==> config.mk <==
export PLATFORM = sky130hd
export DESIGN_NAME = sram_io_host
export DESIGN_NICKNAME = d
export VERILOG_FILES = /design/src/rtl/sram_io_host.sv
export SDC_FILE = /design/constraint.sdc
export NUM_CORES = 1
export LEC_CHECK = 0
export BUFFER_PORTS_ARGS = -buffer_cell sky130_fd_sc_hd__buf_4
export CORE_AREA = 2 2 81 64
export CTS_BUF_LIST = sky130_fd_sc_hd__clkbuf_4
export CTS_CLUSTER_SIZE = 28
export DETAILED_ROUTE_END_ITERATION = 7
export DIE_AREA = 0 0 83 66
export GPL_ROUTABILITY_DRIVEN = 0
export PLACE_DENSITY = 0.69
export SKIP_CTS_REPAIR_TIMING = 1
export SLEW_MARGIN = 20
export SYNTH_ARGS = -nofsm -noshare
export SYNTH_HDL_FRONTEND = slang
export SYNTH_SLANG_ARGS = --single-unit
==> constraint.sdc <==
create_clock -name clk -period 1.9 [get_ports clk]
set_input_delay 0.095 -clock clk [delete_from_list [all_inputs] [get_ports clk]]
set_output_delay 0.095 -clock clk [all_outputs]
set_load 0.02 [all_outputs]
==> src/rtl/sram_io_host.sv <==
// sram_io_host: host-side sequencer that drives the SRAM_IO_CTRL serial port for one read or write request.
// Optional RDY wait timeout with ERR reporting is built when SRAM_HOST_TIMEOUT_EN is defined.

module sram_io_host #(
    parameter int MEMORY_DATA_WIDTH = 8,
    parameter int MEMORY_ADDR_WIDTH = 9,
    parameter int REG_BITS_WIDTH    = MEMORY_ADDR_WIDTH + MEMORY_DATA_WIDTH,
    parameter int TIMEOUT_CYCLES    = 255
) (
    input  logic                         clk,
    input  logic                         rst_n,
    input  logic                         req,
    input  logic                         wr,
    input  logic [MEMORY_ADDR_WIDTH-1:0] addr,
    input  logic [MEMORY_DATA_WIDTH-1:0] wdata,
    output logic                         busy,
    output logic                         done,
    output logic [MEMORY_DATA_WIDTH-1:0] rdata,
    output logic                         err,
    output logic                         ctrl_bgn,
    output logic [1:0]                   ctrl_mode,
    output logic                         load_n,
    output logic                         si,
    input  logic                         so,
    input  logic                         rdy
);

    typedef enum logic [3:0] {
        S_IDLE, S_SETUP, S_LOAD, S_GAP, S_SHIFT,
        S_WAIT_RDY, S_REL, S_WAIT_NRDY, S_DONE
    } state_t;

    // Phase encoding doubles as the CTRL mode driven during that phase.
    typedef enum logic [1:0] {
        PH_SCAN_IN  = 2'b00,
        PH_READ     = 2'b01,
        PH_SCAN_OUT = 2'b10,
        PH_WRITE    = 2'b11
    } phase_t;

    localparam logic [4:0] LAST_BIT = 5'(REG_BITS_WIDTH - 1);

    state_t                    state;
    phase_t                    phase;
    logic                      wr_q;
    logic [REG_BITS_WIDTH-1:0] frame;
    logic [4:0]                cnt;

`ifdef SRAM_HOST_TIMEOUT_EN
    logic [7:0] tcnt;
    logic       err_q;
    assign err = err_q;
`else
    assign err = 1'b0;
`endif

    // NOTE: reset is synchronous, so it is simply the first branch of the clocked block; all state uses <=.
    always_ff @(posedge clk) begin
        if (!rst_n) begin
            state     <= S_IDLE;
            phase     <= PH_SCAN_IN;
            wr_q      <= 1'b0;
            frame     <= '0;
            cnt       <= '0;
            busy      <= 1'b0;
            done      <= 1'b0;
            rdata     <= '0;
            ctrl_bgn  <= 1'b0;
            ctrl_mode <= 2'b00;
            load_n    <= 1'b1;
            si        <= 1'b0;
`ifdef SRAM_HOST_TIMEOUT_EN
            tcnt      <= '0;
            err_q     <= 1'b0;
`endif
        end else begin
            done <= 1'b0;
            case (state)
                S_IDLE: begin
                    if (req) begin
                        busy     <= 1'b1;
                        wr_q     <= wr;
                        frame    <= {addr, (wr ? wdata : {MEMORY_DATA_WIDTH{1'b0}})};
                        phase    <= PH_SCAN_IN;
                        ctrl_bgn <= 1'b1;
                        state    <= S_SETUP;
`ifdef SRAM_HOST_TIMEOUT_EN
                        err_q    <= 1'b0;
`endif
                    end
                end
                S_SETUP: begin
                    ctrl_mode <= phase;
                    state     <= S_LOAD;
                end
                S_LOAD: begin
                    load_n <= 1'b0;
                    cnt    <= '0;
                    if (phase == PH_SCAN_IN || phase == PH_SCAN_OUT) state <= S_GAP;
                    else                                             state <= S_WAIT_RDY;
                end
                S_GAP: begin
                    if (phase == PH_SCAN_IN) begin
                        si    <= frame[0];
                        frame <= frame >> 1;
                    end
                    state <= S_SHIFT;
                end
                S_SHIFT: begin
                    // Scan-out reuses the frame register as the receive shifter, LSB arriving first.
                    if (phase == PH_SCAN_OUT) begin
                        frame <= {so, frame[REG_BITS_WIDTH-1:1]};
                    end else if (cnt != LAST_BIT) begin
                        si    <= frame[0];
                        frame <= frame >> 1;
                    end
                    if (cnt == LAST_BIT) begin
                        si    <= 1'b0;
                        state <= S_WAIT_RDY;
                    end else begin
                        cnt <= cnt + 5'd1;
                    end
                end
                S_WAIT_RDY: begin
                    if (rdy) begin
                        ctrl_bgn <= 1'b0;
                        state    <= S_REL;
                    end
                end
                S_REL: begin
                    load_n <= 1'b1;
                    state  <= S_WAIT_NRDY;
                end
                S_WAIT_NRDY: begin
                    if (!rdy) begin
                        case (phase)
                            PH_SCAN_IN: begin
                                if (wr_q) phase <= PH_WRITE;
                                else      phase <= PH_READ;
                                ctrl_bgn <= 1'b1;
                                state    <= S_SETUP;
                            end
                            PH_READ: begin
                                phase    <= PH_SCAN_OUT;
                                ctrl_bgn <= 1'b1;
                                state    <= S_SETUP;
                            end
                            default: begin
                                if (phase == PH_SCAN_OUT) rdata <= frame[MEMORY_DATA_WIDTH-1:0];
                                done  <= 1'b1;
                                busy  <= 1'b0;
                                state <= S_DONE;
                            end
                        endcase
                    end
                end
                S_DONE: state <= S_IDLE;
                default: state <= S_IDLE;
            endcase

`ifdef SRAM_HOST_TIMEOUT_EN
            // Later assignments here override the case above when a stalled wait expires.
            if ((state == S_WAIT_RDY && !rdy) || (state == S_WAIT_NRDY && rdy)) begin
                if (tcnt == 8'(TIMEOUT_CYCLES - 1)) begin
                    ctrl_bgn <= 1'b0;
                    load_n   <= 1'b1;
                    err_q    <= 1'b1;
                    done     <= 1'b1;
                    busy     <= 1'b0;
                    tcnt     <= '0;
                    state    <= S_DONE;
                end else begin
                    tcnt <= tcnt + 8'd1;
                end
            end else begin
                tcnt <= '0;
            end
`endif
        end
    end

endmodule

======== Word-level counts from Yosys, hierarchy flattened ========
Cells that the tools add are included.
operators by class
  mux-type cells .......................... 35
  bitwise logic cells ..................... 4
  equality and inequality tests ........... 23
  add/sub/neg operators ................... 1
  reduce and logical (&&, ||, !) cells .... 20
operators with widths
  kind                                                             count
  17-bit two-way mux                                               4
  17-bit case mux with 3 select lines                              1
  4-bit case mux with 8 select lines                               1
  4-bit AND reduction                                              6
  4-bit two-way mux                                                5
  4-bit by 3-bit == test with 1-bit output, second input constant  4
  2-bit != test, second input constant                             8
  3-bit != test, second input constant                             4
  1-bit two-way mux                                                11
  5-bit case mux with 2 select lines                               1
  4-bit by 2-bit == test with 1-bit output, second input constant  2
  8-bit two-way mux                                                1
  2-bit case mux with 2 select lines                               2
  2-bit nonzero test                                               4
  2-bit two-way mux                                                3
  1-bit case mux with 2 select lines                               3
  3-bit nonzero test                                               2
  5-bit by 1-bit adder with 5-bit output, second input constant    1
  5-bit == test, second input constant                             1
  5-bit two-way mux                                                1
  5-bit != test, second input constant                             1
  5-bit AND reduction                                              1
  4-bit by 1-bit == test with 1-bit output, second input constant  1
  4-bit logical NOT                                                1
  other kinds (10)                                                 14
storage, ports and cells
  output and inout port bits .............. 16
  bits in registers ....................... 44

======== Logic depth before layout (Yosys ltp) ========
Gate-level depths: netlist of the first run.
  depth in word-level cells ............... 5
  gate-level depth with buffers ........... 9

======== Worst setup path before layout of the first run ========
No wires, ideal clock.
  path type ............................... register to register
  start point ............................. reg state[1]
  end point ............................... reg frame[10]
  stages on the path, launching flop included .. 9
  required time ........................... 1.754 ns
  arrival ................................. 1.570 ns
  setup slack ............................. 0.183 ns
  path buffers ............................ 3
  path through ............................ dfxtp_1 > buf_6 > or4_1 > nor2b_1 > o221a_2 > buf_6 > buf_4 > nor2_1 > a211oi_2
between the ends
  longest elaborated chain between the ends .. 3
  elaborated cells between the ends (all ways) .. 9
RTL lines
  element                                                           line  source
  start, declared                                                   43    state_t state;
  start signal, assigned                                            60    state <= S_IDLE;
  start signal, assigned                                            86    state <= S_SETUP;
  start signal, assigned                                            94    state <= S_LOAD;
  4-bit by 3-bit == test with 1-bit output (tied with other cells)  78    case (state)
  3-bit != test (no line) (tied with other cells)                   --
  4-bit AND reduction (no line)                                     --
  end signal, assigned                                              83    frame <= {addr, (wr ? wdata : {MEMORY_DATA_WIDTH{1'b0}})};
  end signal, assigned                                              105   frame <= frame >> 1;
  end signal, assigned                                              112   frame <= {so, frame[REG_BITS_WIDTH-1:1]};
  end, declared                                                     46    logic [REG_BITS_WIDTH-1:0] frame;
Parallel ways exist; a longest one is shown, timed or not.
A chain may end at the register's enable or synchronous reset.

======== Final worst setup path of the first run ========
  start point ............................. reg state[0]
  end point ............................... reg frame[14]
The elaborated chain is that of the path after synthesis.

==> results of run 1 <==
-- path summary, 6_finish.rpt --
path / depth (start not counted) / endpoint
setup / recovery: 5 / frame[14]$_SDFFE_PN0P_
setup reg to reg: 5 / frame[14]$_SDFFE_PN0P_
hold reg to reg: 2 / busy$_SDFFE_PN0P_
hold / removal: 2 / load_n$_SDFFE_PN1P_
-- cells by family (layout without fill, tap and decap cells) --
group,Yosys count,count (layout),synth area share
compound gates,53,53,0.1870
xor+xnor,3,3,0.01169
fa+ha+maj,2,2,0.01113
buf+inv,33,75,0.07623
flops,44,44,0.3918
mux,19,19,0.08458
other cells,1,1,0.001668
simple gates,104,104,0.2359
-- cell type report --
type	instances	share of cell area
Clock buffer	6	0.01665
Clock inverter	1	0.001850
Inverter	12	0.01665
Multi-Input combinational cell	182	0.4463
Sequential cell	44	0.3261
Tap cell	60	0.02775
Timing Repair Buffer	56	0.1647
-- through the flow --
| stage | hold slack [ns] | worst slack, ns | util |
|---|---|---|---|
| floorplan | 0.2453 | 0.1834 | - |
| global placement | 0.3689 | 0.1253 | 0.5614 |
| detailed placement | 0.3678 | 0.08274 | 0.5614 |
| CTS | -0.001165 | 0.04896 | 0.5720 |
| global route | 0.001139 | -0.002934 | 0.5747 |
| finish | 0.004132 | 0.07131 | 0.5747 |
-- layer usage --
layer,global-route usage,up-vias,routed length (um)
met5,0,-,0
met4,0.05533,0,27
met3,0.04619,3,194
met2,0.2692,36,2090
met1,0.2525,873,2529
li1,-,987,-
-- state kept, by name, indices dropped and copies added, names as in the netlist --
name and cells:
frame 17, rdata 8, cnt 5, state 4, ctrl_mode 2, phase 2, busy 1, ctrl_bgn 1
done 1, load_n 1, si 1, wr_q 1
-- layout by cell type (no fill, tap or decap), types with 3 or more instances in the layout --
| cell | instances |
|---|---|
| buf_4 | 54 |
| nor2_1 | 49 |
| dfxtp_1 | 43 |
| mux2i_1 | 19 |
| nand2_1 | 15 |
| a211oi_2 | 13 |
| inv_1 | 11 |
| o21ai_0 | 11 |
| a21oi_1 | 7 |
| a31oi_1 | 7 |
| nand3_1 | 7 |
| clkbuf_4 | 6 |
| nor3_1 | 5 |
| nor2b_1 | 4 |
| nand4_1 | 4 |
| nand2b_1 | 3 |
| a211oi_1 | 3 |
| and3_1 | 3 |
| xor2_1 | 3 |
-- report_power, final --
| group | switching [mW] | internal (mW) |
|---|---|---|
| Combinational | 0.448 | 0.381 |
| Sequential | 0.103 | 1.06 |
| Clock | 0.295 | 0.151 |
==> results.toml, run 1 <==
[outcome]
outcome = "finished, final reports clean"

[synth]
syn_inst = 259
yosys_register_bits = 44
yosys.area.top_type_share = 0.3918
ys_seq_area_frac = 0.3918
ys_types = 46
synth_area_um2 = 2248
synth_fp_nets = 284
synth_top_cell_by_area = "dfxtp_1"
avgSynthCellArea_um2 = 8.681
ys.flop_type = "dfxtp_1"
postSynth.asyncResetShare = 0
ys_top_cells_by_area = "dfxtp_1 39%, mux2i_1 8.5%, nor2_1 8.2%"
yosys.cell_count.top_type = "nor2_1"
synthTopCellsByCount = "49 x nor2_1, 44 x dfxtp_1, 19 x mux2i_1, 15 x nand2_1, 13 x a211oi_2"
synth_edf_count = 0
ys.warnings.count = 0

[clocking]
clk_path_buf_depth = 2
insertion_delay_ns = 0.35
cts_tree = "built"
cts_buffers = 5
clock-sinks = 44
path_clk_slew_ns = 0.13
cts-root-buf = "clkbuf_4"
htree_levels = 2

[cells_and_area]
regArea_um2 = 882.1
final_layout_size_suffix_gt1_frac = 0.2857
nFillCells = 427
n_antenna_cell = 0
multiInputGateArea_um2 = 1207
layout.nets = 326
final_area_um2 = 2705
syn_to_final_growth_pct = 20.31
fin_cells = 361

[placed_design]
placed_cell_area_um2 = 2643
dp.final_hpwl_um = 3471
place_inst = 354
io_buffers = 37

[floorplanning]
fp.dieArea_um2 = 5478
io_pins = 39
coreArea_um2 = 4707
die_w_um = 83
rows = 22
die_h_um = 66
start_util = 0.4777

[drt]
wirelength_um = 4841
dr.pass1.iters = 4
drc = 0
wl_per_cell_um = 13.41
ant_nets = 0
vias = 1899
via_per_inst = 5.260
drt_iter0_markers = 87

[timing]
fin_setup_tns_ns = 0
slew_viol_final = 0
timing.fmax_mhz = 546.8
final.setup_skew_ns = 0.01423
period_needed_ns = 1.829
setup_viol = 0
finalHoldViolations = 0
timing.final.crit_share = 0.9625

[worst_setup_path]
critPathMaxFanout = 12
cp-end-kind = "flip-flop"
critPathKind = "flip-flop to flip-flop"
cp-start-kind = "flip-flop"
r2r-start = "state[0]$_SDFFE_PN0P_"
path_buf_inv = 1
ff2ff_setup_slack_ns = 0.07
critPathSlowestCell = "or4b_1"
crit_arrival_ns = 2.10
cp_top_family = "simple AND/OR/NAND/NOR gates"
cp_data_required_time_ns = 2.18
setup.worst_path.start = "state[0]$_SDFFE_PN0P_"
crit_path_cell_trace = "or4b_1 > o31a_4 > buf_4 > mux2i_1 > a211oi_2"
crit_path_max_incr_delay_ns = 0.60

[power]
leakage_nw = 1.159
ir_drop_mv = 0.6832
power_density_nw_per_um2 = 899.7
total_power_mw = 2.434

[grt]
first_global_vias = 1649
grt_start_max_net_pins = 34
antenna_found_initial = 0
grt_pass1_wl_um = 7907
grt_overflow = 0
grt_usage = 0.1792

[worst_hold_path]
min-delay-start = "rst_n"
hold_path_class = "input port to flip-flop"

[flow_run]
maxCapViolCount = 0
Power figures use the tool's default switching activity.
==> inputs of run 2 (changes only) <==
Settings changed: CORE_AREA 2 2 81 64 to 2 2 78 65, DIE_AREA 0 0 83 66 to 0 0 80 67, PLACE_DENSITY 0.69 to 0.71, SKIP_LAST_GASP set to 1.
==> run 2 against run 1 <==
Against the previous run:
- power rose by 5.2%
- clock skew shrank 0.0066 ns
- critical path depth stayed put
- sequential share of layout area down 0.13 points
- critical endpoint is now frame[11]$_SDFFE_PN0P_
- critical path type unchanged
- routed wire length shrank 2.3%
- maximum frequency grew 0.28%
- register-to-register slack is essentially flat
==> results.toml, run 2 (synthesis results as in run 1) <==
[worst_setup_path]
cp-end-kind = "flip-flop"
reg2reg_depth = 5
crit_path_max_incr_delay_ns = 0.57
r2r-start = "state[0]$_SDFFE_PN0P_"
path_buf_inv = 1
path_depth = 5
reg2reg_to = "frame[11]$_SDFFE_PN0P_"
worstSetupEndpoint = "frame[11]$_SDFFE_PN0P_"
crit_path_cell_trace = "or4b_1 > o31a_2 > buf_4 > mux2i_1 > a211oi_2"
critPathKind = "flip-flop to flip-flop"
cp_data_required_time_ns = 2.20
ff2ff_setup_slack_ns = 0.08
crit_arrival_ns = 2.12
setup.worst_path.start = "state[0]$_SDFFE_PN0P_"
critPathSlowestCell = "or4b_1"
cp_top_family = "simple AND/OR/NAND/NOR gates"
cp-start-kind = "flip-flop"
critPathMaxFanout = 19

[timing]
rsz0062_at_grt = "yes"
slew_viol_final = 0
setup_ws_ns = 0.07641
timing.fmax_mhz = 548.4
timing.final.crit_share = 0.9598
period_needed_ns = 1.824
setup_viol = 0
finalHoldViolations = 0
final.setup_skew_ns = 0.007677
fin_setup_tns_ns = 0

[cells_and_area]
final_common_cell = "buf_4"
syn_to_final_growth_pct = 21.15
layout.nets = 327
regMostFlops = "frame"
final_layout_size_suffix_gt1_frac = 0.2904
n_antenna_cell = 0
largest_reg_flops = 17
top_regs = "frame: 17 flops, rdata: 8 flops, cnt: 5 flops"
layout_common_cells = "55 x buf_4, 49 x nor2_1, 41 x dfxtp_1"
finish.utilization = 0.6034
nFillCells = 429

[power]
ir_drop_mv = 0.5773
leakage_nw = 1.165
power_density_nw_per_um2 = 939.8

[clocking]
htree_levels = 2
cts_buffers = 5
insertion_delay_ns = 0.36
cts-root-buf = "clkbuf_4"
clock-sinks = 44
cts_tree = "built"
clk_path_buf_depth = 2
path_clk_slew_ns = 0.13

[drt]
wirelength_um = 4729
drc = 0
dr.pass1.iters = 4
via_per_inst = 5.231
vias = 1899
ant_nets = 0
wl_per_cell_um = 13.03
drt_iter0_markers = 86

[floorplanning]
fp.dieArea_um2 = 5360
die_h_um = 67
coreArea_um2 = 4514
die_w_um = 80
rows = 22
io_pins = 39
start_util = 0.4981

[placed_design]
io_buffers = 37
place_ws_ns = 0.09982
dp.final_hpwl_um = 3324

[grt]
first_global_vias = 1699
use_met1 = 0.2694
antenna_found_initial = 0
met3_usage = 0.04201
grt_overflow = 0
grt_start_max_net_pins = 34
grt_use_met2 = 0.2875
grt_pass1_wl_um = 7893
grt_usage = 0.1917
grt_busiest_layer = "met2"

[flow_run]
maxCapViolCount = 0

[worst_hold_path]
whs_path_depth = 3
hold_path_class = "input port to flip-flop"

[outcome]
outcome = "finished, final reports clean"
-- run 2: final cells by class --
type	instances	area, um^2	area share
multi-input combinational	182	1196	0.4391
clock inverter	2	35.03	0.01286
sequential	44	884.6	0.3248
tap	60	75.07	0.02756
timing repair buffer	57	442.9	0.1626
clock buffer	6	45.04	0.01654
inverter	12	45.04	0.01654
-- run 2: stage by stage --
step | instance area, um^2 | total power [mW] | instances | hold WS, ns
after floorplan | 2248 | 1.806 | 259 | 0.2453
after global placement | 2630 | 1.965 | 354 | 0.3693
after detailed placement | 2630 | 1.980 | 354 | 0.3625
after CTS | 2710 | 2.570 | 362 | -0.02030
after global routing | 2724 | 2.729 | 363 | 0.02876
final | 2724 | 2.560 | 363 | 0.02811
-- run 2: worst min path at each step --
stage,startpoint,end
after floorplan,rdy,state[1]$_SDFFE_PN0P_
after global placement,rst_n,load_n$_SDFFE_PN1P_
after detailed placement,rst_n,load_n$_SDFFE_PN1P_
after CTS,rst_n,load_n$_SDFFE_PN1P_
after global routing,req,wr_q$_SDFFE_PN0P_
final,rdy,state[1]$_SDFFE_PN0P_
-- run 2: where the power goes --
part	internal [mW]	switching (mW)	total [mW]
clock	0.290	0.303	0.593
sequential	1.06	0.102	1.16
combinational	0.369	0.440	0.808
total	1.72	0.844	2.56
-- run 2: worst min-delay path, stage by stage --
cell,delay [ns]
buf_4,0.13
nand2_1,0.05
o22ai_1,0.07
-- run 2: metal layers --
layer | wire, um | part of all wire
met1 | 2456 | 0.52
met2 | 2052 | 0.43
met3 | 164 | 0.035
met4 | 56 | 0.012
met5 | 0 | 0
